==> config.mk <==
export PLATFORM = sky130hd
export DESIGN_NAME = uart_rx_frame_check
export DESIGN_NICKNAME = d
export VERILOG_FILES = /design/src/rtl/uart_rx_pkg.sv /design/src/rtl/uart_rx_parity_calc.sv /design/src/rtl/uart_rx_frame_check.sv
export SDC_FILE = /design/constraint.sdc
export NUM_CORES = 1
export LEC_CHECK = 0
export BUFFER_PORTS_ARGS = -buffer_cell sky130_fd_sc_hd__buf_4
export CORE_MARGIN = 2
export CORE_UTILIZATION = 25
export CTS_BUF_LIST = sky130_fd_sc_hd__clkbuf_4
export DETAILED_ROUTE_END_ITERATION = 16
export GPL_ROUTABILITY_DRIVEN = 0
export HOLD_SLACK_MARGIN = 0.03
export PLACE_DENSITY_LB_ADDON = 0.3
export SLEW_MARGIN = 20
export SYNTH_ARGS = -nofsm -noshare
export SYNTH_HDL_FRONTEND = slang
export SYNTH_SLANG_ARGS = --single-unit
==> constraint.sdc <==
create_clock -name CLK -period 2.4 [get_ports CLK]
set_clock_uncertainty 0.2 [all_clocks]
set_input_delay 0.36 -clock CLK [delete_from_list [all_inputs] [get_ports CLK]]
set_output_delay 0.36 -clock CLK [all_outputs]
set_load 0.005 [all_outputs]
==> src/rtl/uart_rx_pkg.sv <==
// Shared types and constants for the UART receive path: frame-checker FSM states
// and the parity-type encoding used on par_typ.
package uart_rx_pkg;

  typedef enum logic [2:0] {
    IDLE   = 3'd0,
    START  = 3'd1,
    DATA   = 3'd2,
    PARITY = 3'd3,
    STOP   = 3'd4
  } rx_state_t;

  localparam logic PAR_EVEN = 1'b0;
  localparam logic PAR_ODD  = 1'b1;

endpackage

==> src/rtl/uart_rx_parity_calc.sv <==
// Expected parity bit for a received word: even parity yields the XOR of the data,
// odd parity yields its complement.
module uart_rx_parity_calc
  import uart_rx_pkg::*;
#(
  parameter int DATA_WIDTH = 8
) (
  input  logic [DATA_WIDTH-1:0] data,
  input  logic                  par_typ,
  output logic                  par_bit
);

  assign par_bit = (^data) ^ (par_typ == PAR_ODD);

endmodule

==> src/rtl/uart_rx_frame_check.sv <==
// UART frame checker: tracks start/data/parity/stop position from per-bit strobes and
// reports one registered result per frame. Define RX_ERR_CNT_EN to add error counters.
module uart_rx_frame_check
  import uart_rx_pkg::*;
#(
  parameter int DATA_WIDTH = 8,
  parameter int STOP_BITS  = 1,
  parameter int CNT_WIDTH  = 8
) (
  input  logic                  CLK,
  input  logic                  RST,
  input  logic                  frame_start,
  input  logic                  bit_valid,
  input  logic                  sampled_bit,
  input  logic                  par_en,
  input  logic                  par_typ,
`ifdef RX_ERR_CNT_EN
  input  logic                  cnt_clr,
  output logic [CNT_WIDTH-1:0]  glitch_cnt,
  output logic [CNT_WIDTH-1:0]  par_err_cnt,
  output logic [CNT_WIDTH-1:0]  stop_err_cnt,
`endif
  output logic                  busy,
  output logic [DATA_WIDTH-1:0] data_out,
  output logic                  frame_done,
  output logic                  data_valid,
  output logic                  start_glitch,
  output logic                  parity_err,
  output logic                  stop_err
);

  localparam int CW  = $clog2(DATA_WIDTH);
  localparam int SCW = 1;

  if (DATA_WIDTH < 5 || DATA_WIDTH > 9 || (STOP_BITS != 1 && STOP_BITS != 2) ||
      CNT_WIDTH < 1) begin : g_bad_params
    $error("uart_rx_frame_check: illegal parameter value");
  end

  rx_state_t             state_q, state_d;
  logic [CW-1:0]         bit_cnt_q, bit_cnt_d;
  logic [SCW-1:0]        stop_cnt_q, stop_cnt_d;
  logic [DATA_WIDTH-1:0] shift_q, shift_d;
  logic                  par_en_q, par_en_d;
  logic                  par_typ_q, par_typ_d;
  logic                  perr_q, perr_d;
  logic                  serr_q, serr_d;
  logic                  fin_serr;
  logic                  glitch_ev;
  logic                  done_ev;
  logic                  exp_par;

  uart_rx_parity_calc #(.DATA_WIDTH(DATA_WIDTH)) u_parity_calc (
    .data    (shift_q),
    .par_typ (par_typ_q),
    .par_bit (exp_par)
  );

  always_comb begin
    state_d    = state_q;
    bit_cnt_d  = bit_cnt_q;
    stop_cnt_d = stop_cnt_q;
    shift_d    = shift_q;
    par_en_d   = par_en_q;
    par_typ_d  = par_typ_q;
    perr_d     = perr_q;
    serr_d     = serr_q;
    fin_serr   = serr_q;
    glitch_ev  = 1'b0;
    done_ev    = 1'b0;
    unique case (state_q)
      // A bit_valid coinciding with frame_start belongs to the previous line state.
      IDLE: if (frame_start) state_d = START;
      START: if (bit_valid) begin
        if (sampled_bit) begin
          glitch_ev = 1'b1;
          state_d   = IDLE;
        end else begin
          par_en_d   = par_en;
          par_typ_d  = par_typ;
          bit_cnt_d  = '0;
          stop_cnt_d = '0;
          shift_d    = '0;
          perr_d     = 1'b0;
          serr_d     = 1'b0;
          state_d    = DATA;
        end
      end
      DATA: if (bit_valid) begin
        shift_d   = {sampled_bit, shift_q[DATA_WIDTH-1:1]};
        bit_cnt_d = bit_cnt_q + 1'b1;
        if (bit_cnt_q == CW'(DATA_WIDTH - 1)) begin
          bit_cnt_d = '0;
          state_d   = par_en_q ? PARITY : STOP;
        end
      end
      PARITY: if (bit_valid) begin
        if (sampled_bit != exp_par) perr_d = 1'b1;
        state_d = STOP;
      end
      STOP: if (bit_valid) begin
        fin_serr = serr_q | ~sampled_bit;
        serr_d   = fin_serr;
        if (stop_cnt_q == SCW'(STOP_BITS - 1)) begin
          done_ev    = 1'b1;
          perr_d     = 1'b0;
          serr_d     = 1'b0;
          stop_cnt_d = '0;
          state_d    = IDLE;
        end else begin
          stop_cnt_d = stop_cnt_q + 1'b1;
        end
      end
      default: state_d = IDLE;
    endcase
  end

  always_ff @(posedge CLK) begin
    if (!RST) begin
      state_q      <= IDLE;
      bit_cnt_q    <= '0;
      stop_cnt_q   <= '0;
      shift_q      <= '0;
      par_en_q     <= 1'b0;
      par_typ_q    <= 1'b0;
      perr_q       <= 1'b0;
      serr_q       <= 1'b0;
      data_out     <= '0;
      frame_done   <= 1'b0;
      data_valid   <= 1'b0;
      start_glitch <= 1'b0;
      parity_err   <= 1'b0;
      stop_err     <= 1'b0;
    end else begin
      state_q      <= state_d;
      bit_cnt_q    <= bit_cnt_d;
      stop_cnt_q   <= stop_cnt_d;
      shift_q      <= shift_d;
      par_en_q     <= par_en_d;
      par_typ_q    <= par_typ_d;
      perr_q       <= perr_d;
      serr_q       <= serr_d;
      frame_done   <= done_ev;
      data_valid   <= done_ev & ~(perr_q | fin_serr);
      start_glitch <= glitch_ev;
      parity_err   <= done_ev & perr_q;
      stop_err     <= done_ev & fin_serr;
      // Loaded even on error so software can inspect the corrupted word.
      if (done_ev) data_out <= shift_q;
    end
  end

  assign busy = (state_q != IDLE);

`ifdef RX_ERR_CNT_EN
  always_ff @(posedge CLK) begin
    if (!RST || cnt_clr) begin
      glitch_cnt   <= '0;
      par_err_cnt  <= '0;
      stop_err_cnt <= '0;
    end else begin
      if (glitch_ev && glitch_cnt != '1) glitch_cnt <= glitch_cnt + 1'b1;
      if (done_ev && perr_q && par_err_cnt != '1) par_err_cnt <= par_err_cnt + 1'b1;
      if (done_ev && fin_serr && stop_err_cnt != '1) stop_err_cnt <= stop_err_cnt + 1'b1;
    end
  end
`endif

endmodule
==> results by group <==
Die
  – Die area: 6240 µm²
  – Die Ht: 79.0 µm
  – Core Area: 5470 µm²
  – Die Wd: 79.0 µm
  – Core Rows: 27
  – Initial Utilization: 25.7%
  – I/O pin count: 21

Logic synthesis
  – Post-Syn Nets: 167
  – EDFF count, synth: 0
  – Mapped cell area: 1410 µm²
  – Post-synthesis cell count: 158
  – Top_reg_cell synth: dfxtp_1
  – Ys Warns: 0
  – Post-Syn Area per Cell: 8.89 µm²
  – Number of synthesized register bits: 30
  – Netlist cell types: 36
  – Share of flip-flops with an asynchronous set or reset: 0%
  – Seq/Total Area, Yosys: 42.7%

Timing
  – Setup TNS Final: 0 ps
  – Slew of the pin with the lowest slew margin: 473 ps
  – Final period utilization: 79.0%
  – Slew headroom: 68.4%
  – Setup-failing EPs final: 0
  – Final hold viol count: 0
  – Max-slew violation count: 0
  – Min Hold Slack: 54.8 ps
  – Min Tclk post-route: 1900 ps
  – RSZ-0062 raised after global routing: no
  – Max Freq: 527 MHz

Clock tree
  – Hold Buf Count CTS: 0
  – Clk_lat worst skew: 320 ps
  – Postcts setup bufs: 0
  – # H-tree levels: 2
  – Resize count post-CTS: 0
  – CTS tree: built
  – TritonCTS sink count: 30
  – CTS Buffer Depth: 2
  – Clock buffer count from CTS: 5
  – CTS Root Buffer Type: clkbuf_4
  – Clock-pin slew on the worst setup and hold paths: 100 ps

Power
  – PwrDens: 577 nW/µm²
  – Max VDD drop: 0.213 mV
  – Leak pwr: 0.625 nW

Cells and area
  – Final cell count without fillers: 250
  – Area grow syn2layout: 19.4%
  – Fraction of layout instances using a drive strength above 1: 18.0%
  – Fill cells: 601
  – Number of diodes: 0
  – NumNets Final: 187

Min path
  – Worst Hold Class: in2reg

Drt
  – Detailed Routing Iterations Pass 1: 4
  – Via count: 1128
  – Post-Route WL: 2850 µm
  – Avg WL per Cell: 11.4 µm
  – Vias per cell: 4.51
  – Drt drc: 0
  – Post-DRT Antenna Nets: 0
  – Initial DRC count: 53

Critical path
  – Startpoint types: flip-flop
  – Crit path DAT: 1340 ps
  – CP endpoint kind: output pin
  – Worst Setup Path Type: reg2out
  – Worst EP required: 1840 ps
  – Crit-path max FO: 13

GRT
  – GR Util All Layers: 9.82%
  – Largest net degree at the start of global routing: 29
  – Initial antenna violation count: 0
  – GR Overflow Total: 0
  – First-pass GRT wire length: 4770 µm
  – Vias in the first global route: 1037

Placement
  – Placed Cells: 243
  – Hpwl dp: 1960 µm
  – # port buffers: 20

Flow run
  – MaxCap Viol Count: 0

Outcome
  – Status: completed
==> path summary, 6_finish.rpt <==
path	cells after the start	start	slack, ps	endpoint
max reg2reg	6	bit_cnt_q[0]$_SDFFE_PN0P_	560	state_q[1]$_SDFFE_PN0P_
min	2	sampled_bit	50	stop_err$_SDFF_PN0_
max	3	state_q[0]$_SDFFE_PN0P_	500	busy
min reg2reg	1	perr_q$_SDFFE_PN0P_	240	data_valid$_SDFF_PN0_
==> layout make-up <==
class                      count  area (µm²)  share of cell area (%)
clock buffer                   5        37.5                    2.24
sequential                    30         601                    35.8
inverter                       5        18.8                    1.12
tap                           72        90.1                    5.37
multi-input combinational    114         732                    43.6
timing repair buffer          22         165                    9.84
clock inverter                 2        33.8                    2.01
==> registers in the layout, summed over array words and instances (netlist names), 3 cells and up <==
signal     flops
bit_cnt_q      3
data_out       8
shift_q        8
state_q        3
==> layout by cell type, fill, tap and decap left out <==
master / count
or3_1: 1
nor4b_1: 1
nand3_1: 10
clkbuf_4: 5
buf_4: 22
o22ai_1: 1
nor2_2: 1
nor3b_1: 3
nand2_1: 30
dfxtp_1: 30
a221oi_1: 1
nor2_1: 2
clkinv_1: 1
nor2b_1: 7
or2_2: 1
o21ai_1: 1
nand3b_1: 1
xnor3_1: 1
inv_1: 5
xor2_1: 1
ha_1: 2
nand4b_1: 1
a32oi_1: 1
o32ai_2: 1
a21oi_1: 6
bufinv_16: 1
a21boi_1: 10
nor3_1: 4
nor3b_4: 1
nand2b_1: 2
xnor2_1: 6
o21a_1: 3
o311a_1: 1
mux2i_1: 3
a21boi_0: 8
and3_1: 3
==> critical path, cell delays in order (launching register included) <==
cell and delay (ps):
dfxtp_1 320, buf_4 180, or3_1 370, buf_4 140
==> through the flow <==
stage,util [%],setup slack [ps],total power [mW],cell area [µm²]
after floorplan,-,713,0.577,1410
after global placement,29.4,636,0.599,1610
after detailed placement,29.4,585,0.599,1610
after CTS,30.7,489,0.985,1680
after global routing,30.7,371,1.01,1680
final,30.7,503,0.968,1680
==> where the power goes <==
part	internal [mW]	switching, mW
logic	0.0381	0.0421
clock network	0.210	0.170
registers	0.502	0.00547
==> routing by layer <==
metal | share of wire, % | track usage, %
met5 | 0 | 0
met4 | 1.6 | 4.14
met3 | 6.7 | 3.18
met2 | 45 | 14.9
met1 | 47 | 12.8
==> cells by family after synthesis <==
| kind of cell | after synthesis | synth area share [%] |
|---|---|---|
| XOR/XNOR | 8 | 5.97 |
| multiplexers | 3 | 2.14 |
| AO/OA/AOI/OAI | 33 | 17.3 |
| flip-flops | 30 | 42.7 |
| buffers and inverters | 14 | 5.16 |
| adder cells (fa/ha/maj) | 2 | 1.78 |
| AND/OR/NAND/NOR | 68 | 24.9 |
==> synthesized netlist by cell type, drive strengths merged (2+ instances only) <==
master	count	area [µm²]
nor3b	4	41.3
a21oi	6	30.0
dfxtp	30	601
clkbuf	2	7.51
and3	3	18.8
o21a	3	22.5
nor2	3	13.8
buf	7	46.3
nand2b	2	12.5
mux2i	3	30.0
nand2	30	113
nand3	10	50.1
a21boi	18	135
ha	2	25.0
inv	5	18.8
xnor2	6	52.6
nor2b	7	43.8
nor3	4	20.0
Note: power is estimated with default switching activity, not from simulation.
